--- src/rtl/mem_stage.sv ---
// rtl/mem_stage.sv - memory-access pipeline stage between EX/MEM and MEM/WB
// Optional access timeout/abort enabled by defining MEM_TIMEOUT_EN.

module mem_stage #(
   parameter int DATA_W  = 32,
   parameter int TIMEOUT = 255
) (
   input  logic              clk,
   input  logic              reset,
   input  logic              in_valid,
   input  logic [DATA_W-1:0] outAlu,
   input  logic [DATA_W-1:0] rs2,
   input  logic [DATA_W-1:0] immPc,
   input  logic [DATA_W-1:0] pcAdd4,
   input  logic [4:0]        rd,
   input  logic              EscReg,
   input  logic              EscMem,
   input  logic              jump,
   input  logic              Branch,
   input  logic              jalr,
   input  logic              lw,
   output logic              dmem_req,
   output logic              dmem_we,
   output logic [DATA_W-1:0] dmem_addr,
   output logic [DATA_W-1:0] dmem_wdata,
   input  logic [DATA_W-1:0] dmem_rdata,
   input  logic              dmem_ready,
   output logic              stall,
   output logic              redirect,
   output logic [DATA_W-1:0] pc_target,
   output logic              wb_valid,
   output logic              wb_we,
   output logic [4:0]        wb_rd,
   output logic [DATA_W-1:0] wb_data,
   output logic              misalign,
   output logic              mem_err
);

   typedef enum logic [0:0] {
      S_IDLE = 1'b0,
      S_WAIT = 1'b1
   } state_t;

   state_t state, state_nx;

   logic memop, aligned, access, misal, taken, complete;
   logic req_c, stall_c, abort;

   assign memop   = in_valid & (lw | EscMem);
   assign aligned = (outAlu[1:0] == 2'b00);
   assign access  = memop & aligned;
   assign misal   = memop & ~aligned;

`ifdef MEM_TIMEOUT_EN
   localparam int CW = ($clog2(TIMEOUT + 1) > 8) ? $clog2(TIMEOUT + 1) : 8;
   logic [CW-1:0] wait_cnt;
`endif

   always_ff @(posedge clk or negedge reset) begin
      if (!reset) begin
         state <= S_IDLE;
      end else begin
         state <= state_nx;
      end
   end

   // Upstream holds its outputs while stalled, so address/data in WAIT come
   // straight from the still-stable EX/MEM inputs.
   always_comb begin
      state_nx = state;
      req_c    = 1'b0;
      stall_c  = 1'b0;
      abort    = 1'b0;
      case (state)
         S_IDLE: begin
            if (access) begin
               req_c = 1'b1;
               if (!dmem_ready) begin
                  stall_c  = 1'b1;
                  state_nx = S_WAIT;
               end
            end
         end
         S_WAIT: begin
            req_c   = 1'b1;
            stall_c = 1'b1;
            if (dmem_ready) begin
               stall_c  = 1'b0;
               state_nx = S_IDLE;
            end
`ifdef MEM_TIMEOUT_EN
            else if (wait_cnt == CW'(TIMEOUT)) begin
               req_c    = 1'b0;
               stall_c  = 1'b0;
               abort    = 1'b1;
               state_nx = S_IDLE;
            end
`endif
         end
         default: state_nx = S_IDLE;
      endcase
      if (!reset) begin
         req_c   = 1'b0;
         stall_c = 1'b0;
         abort   = 1'b0;
      end
   end

`ifdef MEM_TIMEOUT_EN
   always_ff @(posedge clk or negedge reset) begin
      if (!reset) begin
         wait_cnt <= '0;
         mem_err  <= 1'b0;
      end else begin
         if (state == S_WAIT && state_nx == S_WAIT) begin
            wait_cnt <= wait_cnt + 1'b1;
         end else begin
            wait_cnt <= '0;
         end
         if (abort) begin
            mem_err <= 1'b1;
         end
      end
   end
`else
   assign mem_err = 1'b0;
`endif

   assign dmem_req   = req_c;
   assign dmem_we    = EscMem;
   assign dmem_addr  = outAlu;
   assign dmem_wdata = rs2;
   assign stall      = stall_c;

   assign complete  = reset & in_valid & ~stall_c;
   assign taken     = jump | jalr | (Branch & (outAlu == '0));
   assign redirect  = complete & taken;
   assign pc_target = jalr ? {outAlu[DATA_W-1:1], 1'b0} : immPc;

   always_ff @(posedge clk or negedge reset) begin
      if (!reset) begin
         wb_valid <= 1'b0;
         wb_we    <= 1'b0;
         wb_rd    <= '0;
         wb_data  <= '0;
         misalign <= 1'b0;
      end else begin
         wb_valid <= complete;
         wb_we    <= complete & EscReg & (rd != 5'd0) & ~abort & ~misal;
         misalign <= complete & misal;
         if (complete) begin
            wb_rd <= rd;
            if (abort) begin
               wb_data <= '0;
            end else if (lw) begin
               wb_data <= dmem_rdata;
            end else if (jump | jalr) begin
               wb_data <= pcAdd4;
            end else begin
               wb_data <= outAlu;
            end
         end
      end
   end

endmodule

--- config.mk ---
export PLATFORM = sky130hd
export DESIGN_NAME = mem_stage
export DESIGN_NICKNAME = d
export VERILOG_FILES = /design/src/rtl/mem_stage.sv
export SDC_FILE = /design/constraint.sdc
export NUM_CORES = 1
export LEC_CHECK = 0
export ABC_AREA = 1
export BUFFER_PORTS_ARGS = -buffer_cell sky130_fd_sc_hd__buf_2
export CAP_MARGIN = 20
export CORE_AREA = 2 2 123 125
export CTS_BUF_LIST = sky130_fd_sc_hd__clkbuf_8
export DETAILED_ROUTE_END_ITERATION = 6
export DIE_AREA = 0 0 125 127
export PLACE_DENSITY = 0.54
export SKIP_CTS_REPAIR_TIMING = 1
export SLEW_MARGIN = 20
export SYNTH_ARGS = -nofsm -noshare
export SYNTH_HDL_FRONTEND = slang
export SYNTH_SLANG_ARGS = --single-unit
--- constraint.sdc ---
create_clock -name clk -period 2.61 [get_ports clk]
set_clock_uncertainty 0.1 [all_clocks]
set_input_delay 0.6525 -clock clk [delete_from_list [all_inputs] [get_ports clk]]
set_output_delay 0.6525 -clock clk [all_outputs]
set_load 0.02 [all_outputs]
# After elaboration in Yosys (flattened, before gate mapping)
# Cells that the tools add are included.
# op_classes
muxes	10
bitwise	18
reduce_logical	3
# op_table
cell	n
$mux 32	3
$logic_not 32->1	1
$and 1x1->1	11
$mux 1	5
$reduce_bool 5->1	1
$not 1->1	4
$pmux 1 s2	2
$or 1x1->1	3
$logic_not 2->1	1
# word_totals
reg_bits	41
word_cells	37

# Longest topological paths before layout
# depth
word_depth	11
mapped_depth	9
ltp_nobuf	8

# Least setup slack after synthesis
# No wires, ideal clock.
# synth_path
path_type	input -> output
from	input lw
to	output redirect
arrival_time_ps	1606
path_slack_ps	252
cell_stages	7
n_path_buf	1
cell_sequence	o21a_1 > nand2_1 > nand2_2 > nand2_4 > nand2_2 > buf_2 > a21oi_1
# synth_between
elab_chain_len	9
# synth_lines
element	line_no	source
from (decl)	21	input logic lw,
$or 1x1->1	49	assign memop = in_valid & (lw | EscMem);
$and 1x1->1	49	
$and 1x1->1	51	assign access = memop & aligned;
$mux 1	76	if (access) begin
$pmux 1 s2	74	case (state)
$mux 1	102	if (!reset) begin
$not 1->1	135	assign complete = reset & in_valid & ~stall_c;
$and 1x1->1	135	
$and 1x1->1	137	assign redirect = complete & taken;
to (decl)	29	output logic redirect,
# Every way passes these cells.

# Worst setup path after layout
# layout_path
from	input outAlu[1]
to	output redirect
# layout_between
elab_chain_len	8
# layout_lines
element	line_no	source
from (decl)	11	input logic [DATA_W-1:0] outAlu,
$logic_not 2->1	50	assign aligned = (outAlu[1:0] == 2'b00);
$and 1x1->1	51	
$mux 1	76	
$pmux 1 s2	74	
$mux 1	102	
$not 1->1	135	
$and 1x1->1	135	
$and 1x1->1 *	137	
# Mark *: on every way between the ends. The rest lies on a longest branch, timed or not.

==> flow_summary.json <==
{
  "die_h_um": 127,
  "drc_errors": 0,
  "area_delta_synth_final_pct": 31.8,
  "slew_headroom": 0.617,
  "place.detailed.hpwl_um": 10500,
  "tns_ns": 0,
  "drt_iter0_markers": 173,
  "crit_path_end_kind": "output port",
  "die_w_um": 125,
  "p_switching_uw": 871,
  "max-cap-violations": 0,
  "synth_area_leader_cell": "dfrtp_1",
  "initial_utilization": 0.232,
  "synth_area_per_cell_um2": 6.39,
  "root_buffer": "clkbuf_8",
  "dieArea_um2": 15900,
  "clk_pin_slew_ns": 0.09,
  "ys.warnings.count": 0,
  "synth_compound_area_frac": 0.144,
  "drive_gt1_frac": 0.396,
  "core_um2": 14400,
  "place_area_um2": 4310,
  "cts.sink_count": 41,
  "num_antenna_cells": 0,
  "io_pins": 316,
  "ant_nets": 0,
  "max_clock_freq_ghz": 0.409,
  "slew_viol_final": 0,
  "path_class": "in -> out",
  "layout_min_cycle_time_ns": 2.44,
  "finalWirelength_um": 13600,
  "rsz0062_at_grt": "false",
  "yosys.area_share.simple": 0.305,
  "hold_violations": 0,
  "peakVddDrop_mv": 0.166,
  "vias": 3826,
  "grt_usage": 0.167,
  "cts_tree": "done",
  "powerDensity_nw_per_um2": 495,
  "final_area_um2": 4410,
  "worstSkewPairLatency_ns": 0.31,
  "synthMuxAreaShare": 0,
  "sequentialPowerShare": 0.358,
  "grt_max_degree": 60,
  "hp-class": "in -> async",
  "ys_seq_area_frac": 0.307,
  "ys_ff_latch": 41,
  "pwr-share-clk": 0.253,
  "numPortBuffers": 250,
  "pwr-share-comb": 0.390,
  "synth_cell_types": 26,
  "htree_levels": 2,
  "synth-xor-area-share": 0,
  "yosys.area.top_type_share": 0.307,
  "p_leak_uw": 0.00261,
  "grt_pass1_wl_um": 20400,
  "routedWlPerCell_um": 15.4,
  "synthCells": 524,
  "synth_top_family_by_area": "simple AND/OR/NAND/NOR gates",
  "synthAdderAreaFrac": 0,
  "power.internal_uw": 1310,
  "grt.overflow.total": 0,
  "cp_max_fo": 4,
  "cts_buffers": 5,
  "mappedNetlistArea_um2": 3350,
  "swShare": 0.399,
  "place.gp.congestion": 0.764,
  "n_fill_cell": 1683,
  "status": "complete, no violations",
  "viasPerCell": 4.33,
  "required_ns": 1.86,
  "cp.arrival_ns": 1.69,
  "rows": 44,
  "cp-start-kind": "primary input",
  "fin_crit_sh": 0.936,
  "synthesis.nets": 699,
  "synthTopCellsByArea": "dfrtp_1, nand2_1, buf_4",
  "dr.pass1.iters": 4,
  "setup_viol": 0,
  "clk_path_buf_depth": 2,
  "worst_pin_slew_ns": 0.575,
  "grt_pass1_vias": 3710,
  "power_uw": 2180,
  "fin_nets": 874,
  "grt_antenna_before_repair": 0
}
[kinds of logic after synthesis]
logic type | Yosys count
flip-flops | 41
AND/OR/NAND/NOR | 251
AO/OA/AOI/OAI | 95
other | 1
buffers and inverters | 136
[final timing paths]
path,start,end,slack (ns),cells past startpoint
min,reset,wb_rd[2],0.03,1
min in group clk,wb_data[6],wb_data[6],0.37,2
max in group asynchronous,reset,wb_data[24],1.88,2
max reg2reg,state,wb_data[15],1.13,6
max,outAlu[1],redirect,0.17,7
min reg2reg,wb_data[6],wb_data[6],0.37,2
[flip-flops by register name (all words and copies together), names as in the netlist]
signal and cells:
misalign 1, state 1, wb_data 32, wb_rd 5
wb_valid 1, wb_we 1
[synth_stat cells]
library cell,count
a21oi_1,16
a31oi_1,1
buf_1,2
buf_2,12
buf_4,68
buf_6,4
clkbuf_1,8
clkbuf_2,2
clkinv_1,1
conb_1,1
dfrtp_1,41
inv_1,38
inv_2,1
nand2_1,178
nand2_2,2
nand2_4,1
nand3_1,41
nand4_1,2
nor2_1,24
nor2_2,1
nor2_4,1
nor3_1,1
o211ai_1,1
o21a_1,1
o21ai_0,70
o21ai_1,6
[routing by layer]
layer | share of wire | wire length (um) | track usage | vias to the layer above
met5 | 0 | 0 | 0 | -
met1 | 0.40 | 5500 | 0.190 | 1713
met3 | 0.062 | 850 | 0.0385 | 28
met4 | 0.019 | 252 | 0.0490 | 0
li1 | - | - | - | 1932
met2 | 0.52 | 7010 | 0.313 | 153
[final cells by class]
type                    count  area (um^2)  share of cell area
clock buffers               5         68.8              0.0156
clock inverters             2         35.0             0.00794
inverters                  40          150              0.0340
multi-input cells         347         1510               0.342
flip-flops and latches     41         1030               0.233
well taps                 184          230              0.0522
repair buffers            264         1390               0.316
[per-stage QoR]
step	hold slack, ns	utilization	setup slack (ns)	cells
detailed placement	0.355	0.299	0.0695	876
finish	0.0306	0.306	0.167	883
global placement	0.350	0.299	0.0715	876
global route	0.0137	0.306	0.0264	883
CTS	0.0150	0.306	0.0663	883
floorplan	0.257	-	0.252	524
[critical path, cell delays in order]
cell,delay (ns)
buf_2,0.12
nor2_2,0.23
nand3_1,0.13
nor2_1,0.14
nand3_1,0.08
a21oi_1,0.13
buf_2,0.20
[cell usage in the layout (no fill, tap or decap)]
master,n
nand4_1,2
nor2_2,1
dfrtp_1,41
inv_1,37
conb_1,1
o211ai_1,1
a21oi_1,16
buf_12,3
clkinv_1,2
o21ai_1,6
bufinv_16,1
clkinv_2,1
nand2_4,1
buf_2,250
nand2_1,178
inv_2,1
buf_4,11
nor2_4,1
o21a_1,1
clkbuf_8,5
nand3_1,41
a31oi_1,1
nand2_2,2
o21ai_0,70
nor3_1,1
nor2_1,24
[power by group through the flow]
stage          logic (uW)  registers [uW]  clock network, uW
2_1_floorplan         453             918                  0
3_3_place_gp          866             790                  0
3_5_place_dp          867             793                  0
4_1_cts               868             782                582
5_1_grt               938             795                599
6_report              850             781                551
No activity file was read; power rests on OpenSTA's default activity.
